## src/rtl/fpmul_driver.sv

```systemverilog
// fpmul_driver: LFSR operand generator and in-order result logger for an FP multiplier.
// Define FPMUL_DRV_STALL_EN to add pseudo-random result backpressure.
module fpmul_driver #(
  parameter int DEPTH = 4
) (
  input  logic        clk,
  input  logic        rst_n,
  input  logic        start,
  input  logic [15:0] num_txn,
  input  logic [31:0] seed,
  output logic [31:0] op_a,
  output logic [31:0] op_b,
  output logic        op_valid,
  input  logic        op_ready,
  input  logic [31:0] res_data,
  input  logic        res_valid,
  output logic        res_ready,
  output logic        log_valid,
  output logic [31:0] log_a,
  output logic [31:0] log_b,
  output logic [31:0] log_z,
  output logic [15:0] issued_cnt,
  output logic [15:0] done_cnt,
  output logic        busy,
  output logic        done
);
  localparam int AW = $clog2(DEPTH);
  localparam logic [31:0] POLY = 32'h8020_0003;
  localparam logic [31:0] BMIX = 32'hA5A5_A5A5;

  typedef enum logic [1:0] {IDLE, RUN, DRAIN, DONE} state_t;

  state_t      r_state;
  logic [31:0] r_lfsr_a, r_lfsr_b;
  logic [15:0] r_num, r_iss, r_don;
  logic [AW:0] r_wp, r_rp;
  logic [31:0] r_fa [DEPTH];
  logic [31:0] r_fb [DEPTH];
  logic        r_logv;
  logic [31:0] r_la, r_lb, r_lz;

  logic        w_run, w_act, w_full, w_empty;
  logic        w_push, w_pop, w_stall;
  logic [31:0] w_seed_a, w_seed_b;

  function automatic logic [31:0] step(input logic [31:0] s);
    return {1'b0, s[31:1]} ^ (s[0] ? POLY : 32'h0);
  endfunction

  assign w_run   = (r_state == RUN);
  assign w_act   = (r_state == RUN) || (r_state == DRAIN);
  assign w_empty = (r_wp == r_rp);
  assign w_full  = (r_wp[AW] != r_rp[AW]) &&
                   (r_wp[AW-1:0] == r_rp[AW-1:0]);

  assign w_seed_a = (seed == 32'h0) ? 32'h1 : seed;
  assign w_seed_b = ((seed ^ BMIX) == 32'h0) ? 32'h1 : (seed ^ BMIX);

`ifdef FPMUL_DRV_STALL_EN
  logic [7:0] r_stl;
  always_ff @(posedge clk or negedge rst_n) begin
    if (!rst_n) begin
      r_stl <= 8'h01;
    end else if (w_act) begin
      r_stl <= {r_stl[6:0], r_stl[7] ^ r_stl[5] ^ r_stl[4] ^ r_stl[3]};
    end
  end
  assign w_stall = r_stl[0];
`else
  assign w_stall = 1'b0;
`endif

  // full already blocks op_valid, so a same-cycle pop never frees a slot early
  assign op_valid  = w_run && (r_iss < r_num) && !w_full;
  assign res_ready = w_act && !w_empty && !w_stall;
  assign w_push    = op_valid && op_ready;
  assign w_pop     = res_ready && res_valid;

  assign op_a       = w_run ? r_lfsr_a : 32'h0;
  assign op_b       = w_run ? r_lfsr_b : 32'h0;
  assign log_valid  = r_logv;
  assign log_a      = r_la;
  assign log_b      = r_lb;
  assign log_z      = r_lz;
  assign issued_cnt = r_iss;
  assign done_cnt   = r_don;
  assign busy       = w_act;
  assign done       = (r_state == DONE);

  always_ff @(posedge clk) begin
    if (w_push) begin
      r_fa[r_wp[AW-1:0]] <= r_lfsr_a;
      r_fb[r_wp[AW-1:0]] <= r_lfsr_b;
    end
  end

  always_ff @(posedge clk or negedge rst_n) begin
    if (!rst_n) begin
      r_state  <= IDLE;
      r_lfsr_a <= 32'h1;
      r_lfsr_b <= 32'h1;
      r_num    <= '0;
      r_iss    <= '0;
      r_don    <= '0;
      r_wp     <= '0;
      r_rp     <= '0;
      r_logv   <= 1'b0;
      r_la     <= '0;
      r_lb     <= '0;
      r_lz     <= '0;
    end else begin
      r_logv <= w_pop;
      if (w_pop) begin
        r_la  <= r_fa[r_rp[AW-1:0]];
        r_lb  <= r_fb[r_rp[AW-1:0]];
        r_lz  <= res_data;
        r_don <= r_don + 16'd1;
        r_rp  <= r_rp + 1'b1;
      end
      if (w_push) begin
        r_lfsr_a <= step(r_lfsr_a);
        r_lfsr_b <= step(r_lfsr_b);
        r_iss    <= r_iss + 16'd1;
        r_wp     <= r_wp + 1'b1;
      end
      unique case (r_state)
        IDLE, DONE: begin
          if (start) begin
            r_num    <= num_txn;
            r_iss    <= '0;
            r_don    <= '0;
            r_wp     <= '0;
            r_rp     <= '0;
            r_lfsr_a <= w_seed_a;
            r_lfsr_b <= w_seed_b;
            r_state  <= (num_txn != 16'd0) ? RUN : DONE;
          end
        end
        RUN: begin
          if (w_push && (r_iss + 16'd1 == r_num))
            r_state <= DRAIN;
        end
        DRAIN: begin
          if (w_pop && (r_don + 16'd1 == r_num))
            r_state <= DONE;
        end
        default: r_state <= IDLE;
      endcase
    end
  end
endmodule

```

## config.mk

```make
export PLATFORM = sky130hd
export DESIGN_NAME = fpmul_driver
export DESIGN_NICKNAME = d
export VERILOG_FILES = /design/src/rtl/fpmul_driver.sv
export SDC_FILE = /design/constraint.sdc
export NUM_CORES = 1
export LEC_CHECK = 0
export CAP_MARGIN = 30
export CORE_MARGIN = 1.5
export CORE_UTILIZATION = 59
export DETAILED_ROUTE_END_ITERATION = 6
export GPL_TIMING_DRIVEN = 0
export HOLD_SLACK_MARGIN = 0.12
export PLACE_DENSITY = 0.95
export SLEW_MARGIN = 10
export SYNTH_ARGS = -nofsm -noshare
export SYNTH_HDL_FRONTEND = slang
export SYNTH_SLANG_ARGS = --single-unit
```

## constraint.sdc

```tcl
create_clock -name clk -period 8.15 [get_ports clk]
set_clock_uncertainty 0.2 [all_clocks]
set_input_delay 1.63 -clock clk [delete_from_list [all_inputs] [get_ports clk]]
set_output_delay 1.63 -clock clk [all_outputs]
set_load 0.03 [all_outputs]
```

**Word level (Yosys, flattened, before mapping)**

Memory sizes are Yosys's and may differ from the RTL's. A register that Yosys moved wholly into a read port is not among the register bits.
Index checks and enable logic that the tools add are counted.

- Bits in registers: 153
- RAM bits: 256
- Input bits: 85
- Word-level logic and storage cells: 82
- Memories: 2

- Add/sub/neg operators: 4
- $lt $le $gt $ge: 1
- Equal/unequal tests: 11
- Multiplexer cells: 31
- Bitwise operators: 3
- Reduce and logical (&&, ||, !) cells: 20

Memories:

| name | depth | bits a word | rd ports | clocked after memory_dff | write ports | line | source |
|---|---|---|---|---|---|---|---|
| r_fa | 4 | 32 | 1 | 1 | 1 | 37 | `logic [31:0] r_fa [DEPTH];` |
| r_fb | 4 | 32 | 1 | 1 | 1 | 38 | `logic [31:0] r_fb [DEPTH];` |

Operator list:

| operator | number |
|---|---|
| $mux 32 | 12 |
| $mux 16 | 6 |
| $logic_not 32->1 | 2 |
| $xor 31x32->32 | 2 |
| $add 16x1->16 const B | 2 |
| $eq 16x16->1 | 2 |
| $mux 3 | 6 |
| $lt 16x16->1 | 1 |
| $not 16->16 | 1 |
| $reduce_bool 16->1 | 1 |
| $logic_and 1x1->1 | 8 |
| $mux 2 | 4 |
| $add 3x1->3 const B | 2 |
| $pmux 2 s3 | 1 |
| $eq 2x2->1 const B | 2 |
| $logic_not 1->1 | 4 |
| $ne 2x1->1 const B | 2 |
| $eq 3x3->1 | 1 |
| $reduce_and 3->1 | 1 |
| $eq 2x1->1 const B | 1 |
| $eq 2x2->1 | 1 |
| $logic_not 2->1 | 1 |
| $mux 1 | 2 |
| $ne 2x2->1 const B | 1 |
| other kinds (4) | 4 |

**Depth between registers and ports, before layout**

- Depth in word-level cells: 8
- Depth in mapped cells: 14
- Depth with buffers taken out: 10

**Worst setup path before layout**

OpenSTA, ideal clock, no wires.

- Path type: input port to flip-flop
- From: input op_ready
- To: memory r_fa[0][0] (enable)
- Setup time: 0.486 ns
- Arrival: 5.519 ns
- Required time: 7.464 ns
- Slack: 1.945 ns
- Stages: 7
- Path buffers: 3
- Path through: nand2_1 > or3_1 > or4_1 > buf_4 > buf_4 > buf_2 > nor2_1

- Longest elaborated chain between the ends: 3

RTL lines:

| item | line | source |
|---|---|---|
| from (decl) | 14 | `input logic op_ready,` |
| $logic_and 1x1->1 | 76 | `assign w_push = op_valid && op_ready;` |
| $mux 1 | 91 | `if (w_push) begin` |
| $mux 1 (not written as such) | 92 | `r_fa[r_wp[AW-1:0]] <= r_lfsr_a;` |
| to (decl) | 37 |  |

Every way passes these cells.

**Worst setup path in the final report**

- From: register r_num[12]
- To: output op_valid

- Longest elaborated chain between the ends: 3

RTL lines:

| item | line | source |
|---|---|---|
| from (decl) | 35 | `logic [15:0] r_num, r_iss, r_don;` |
| from (signal assigned) | 129 | `r_num <= num_txn;` |
| $lt 16x16->1 | 74 | `assign op_valid = w_run && (r_iss < r_num) && !w_full;` |
| $logic_and 1x1->1 (2 in series) | 74 |  |
| to (decl) | 13 | `output logic op_valid,` |

Every way passes these cells.

==> impl_metrics.json <==
{
  "cts_tree": "yes",
  "p_clk_share_pct": 37.9,
  "period_share_pct": 65.2,
  "p_int_w": 0.00443,
  "startpoint_type": "flop",
  "crit_buf_inv": 2,
  "dpl.hpwl_mm": 39.1,
  "post-cts-setup-buffers": 0,
  "max_stage_delay_ns": 0.61,
  "ir_drop_uv": 223,
  "root_buffer": "clkbuf_16",
  "clkSlewWorstSetupHoldPaths_ns": 0.06,
  "port_buffers": 281,
  "wire_per_inst_microns": 29.6,
  "crit_path_top_delay_cell": "clkdlybuf4s50_1",
  "ios": 282,
  "nFillCells": 1727,
  "whs_ns": 0.303,
  "gr-total-overflow": 0,
  "cp.arrival_ns": 3.48,
  "hp-start": "log_b[24]",
  "setup_slack_ns": 2.84,
  "worst_pin_slew_ns": 0.995,
  "hold_end": "log_b[24]",
  "min_path_cells": 1,
  "ant_nets": 0,
  "routabilityCongestion": 0.941,
  "leakagePower_nw": 10.7,
  "seq_area_frac_synth_pct": 65.1,
  "power.switching_w": 0.00168,
  "syn_to_final_growth_pct": 26.5,
  "core_sq_um": 33600,
  "slew-limit-headroom_pct": 33.7,
  "final_common_cell": "clkdlybuf4s50_1",
  "crit_type": "reg -> out",
  "syn_nets": 1467,
  "max_freq_ghz": 0.188,
  "track_usage_pct": 37.2,
  "swShare_pct": 27.6,
  "path_cells": "inv_1, ha_1, nand4_1, or3_1, a2111oi_0, or3_1, nor4_1, clkdlybuf4s50_1",
  "finalCriticalPeriod_ns": 5.31,
  "synth_cell_type_count": 63,
  "power_w": 0.00611,
  "synth_area_sq_um": 20200,
  "async_flop_share_pct": 45.9,
  "numCtsBuffers": 46,
  "clock_tree.buffer_depth": 3,
  "p_per_area_nw_per_um2": 240,
  "cts.sinks": 473,
  "place_inst": 2096,
  "grt_max_degree": 87,
  "r2r_cells": 12,
  "crit_fanout": 5,
  "finalNonFillerCells": 2191,
  "cp-end-kind": "primary output",
  "ff_latch_area_sq_um": 13100,
  "synth_edf_count": 256,
  "cts_hold_buffers": 0,
  "antenna_found_initial": 10,
  "setup_viol": 0,
  "die_height_microns": 188,
  "p_comb_share_pct": 18.4,
  "power_frac_seq_pct": 43.8,
  "r2r_end": "r_fb[1][26]",
  "grt_first_pass_wirelength_mm": 96.4,
  "grt_pass1_vias": 14800,
  "path_delay_family": "simple AND/OR/NAND/NOR gates",
  "r2r_start": "r_num[5]",
  "rsz0062_at_grt": "false",
  "drive_gt1_share_pct": 16.1,
  "drt_wl_total_mm": 64.8,
  "cap_viol_max_count": 0,
  "layout_common_cells": "280 x clkdlybuf4s50_1, 256 x edfxtp_1, 215 x dfrtp_1, 96 x mux2_2, 80 x nand2_1",
  "avgSynthCellArea_sq_um": 14.9,
  "hold_viol": 0,
  "synth-seq-cells": 473,
  "die_area_sq_um": 35300,
  "multiInputGateArea_sq_um": 6640,
  "drc_errors": 0,
  "pre_cts_slack_ns": 3.14,
  "fin_util_pct": 75.9,
  "status": "finished clean",
  "syn_inst": 1356,
  "ctsResizeCount": 0,
  "maxSlewViolCount": 0,
  "first_pass_iters": 6,
  "hp-class": "reg -> reg",
  "ys_warn_count": 0,
  "die_w_microns": 188,
  "crit_required_ns": 6.32,
  "r2r_setup_slack_ns": 3.82,
  "ctsHtreeMaxLevel": 2,
  "vias": 14400,
  "drt_iter0_drc": 1964,
  "cpMostUsedCell": "or3_1",
  "via_per_inst": 6.59,
  "crit_start": "r_num[12]",
  "initial_core_util_pct": 60.0,
  "final_nets": 1811,
  "ys.flop_type": "edfxtp_1",
  "clock_latency_ns": 0.57,
  "rows": 67
}
-- sequential cells by signal (all words and copies together), names as in the netlist --
signal      flops
done_cnt       16
issued_cnt     16
log_a          32
log_b          32
log_valid       1
log_z          32
r_fa          128
r_fb          128
r_lfsr_a       32
r_lfsr_b       32
r_num          16
r_rp            3
r_state         2
r_wp            3
-- through the flow --
step,setup TNS (ns),instance area (sq um)
after detailed placement,0,23800
after floorplan,0,20200
after CTS,0,25400
after global routing,0,25500
after global placement,-978.69,23500
final,0,25500
-- layer usage --
layer	global-route usage [%]	routed length, microns
met1	44.9	21900
met2	59.4	30300
met3	13.3	8530
met4	18.8	3960
met5	0	68
-- final cells by class --
class / count / area share [%]
Buffer: 73 / 1.19
Multi-Input combinational cell: 776 / 26.0
Timing Repair Buffer: 296 / 12.2
Clock buffer: 63 / 5.25
Antenna cell: 6 / 0.0589
Tap cell: 448 / 2.20
Clock inverter: 22 / 1.12
Inverter: 34 / 0.501
Sequential cell: 473 / 51.5
-- how the worst max path moves through the flow --
stage	end	slack [ns]	depth (start not counted)
after floorplan	r_fa[0][0]	1.95	7
after global placement	log_z[31]	-3.87	1
after detailed placement	r_fb[2][10]	3.14	9
after CTS	op_valid	2.70	6
after global routing	op_valid	2.65	8
final	op_valid	2.84	8
-- synth_stat cells, types with 26 or more instances --
library cell | count | area, sq um
edfxtp_1 | 256 | 7690
dfrtp_1 | 215 | 5380
mux2_2 | 96 | 1080
nand2_1 | 80 | 300
o21ai_0 | 76 | 380
mux4_2 | 64 | 1440
and2_1 | 63 | 394
mux2i_1 | 62 | 621
nor2_1 | 58 | 218
clkbuf_1 | 49 | 184
xnor2_1 | 42 | 368
inv_1 | 33 | 124
xor2_1 | 33 | 289
ha_1 | 26 | 325
-- power by group through the flow --
stage / registers (W) / logic (W) / clock network [W]
after global placement: 0.00271 / 0.00106 / 0
after CTS: 0.00267 / 0.00110 / 0.00231
after global routing: 0.00269 / 0.00118 / 0.00240
after floorplan: 0.00288 / 0.000505 / 0
final: 0.00268 / 0.00112 / 0.00232
after detailed placement: 0.00272 / 0.00108 / 0
-- cells by family after synthesis --
family	Yosys count	synth area share (%)
flops	473	65.1
simple gates	304	7.71
mux	222	15.6
compound gates	147	4.49
buf+inv	107	2.14
xor+xnor	75	3.26
fa+ha+maj	28	1.71
Power figures use the tool's default switching activity.
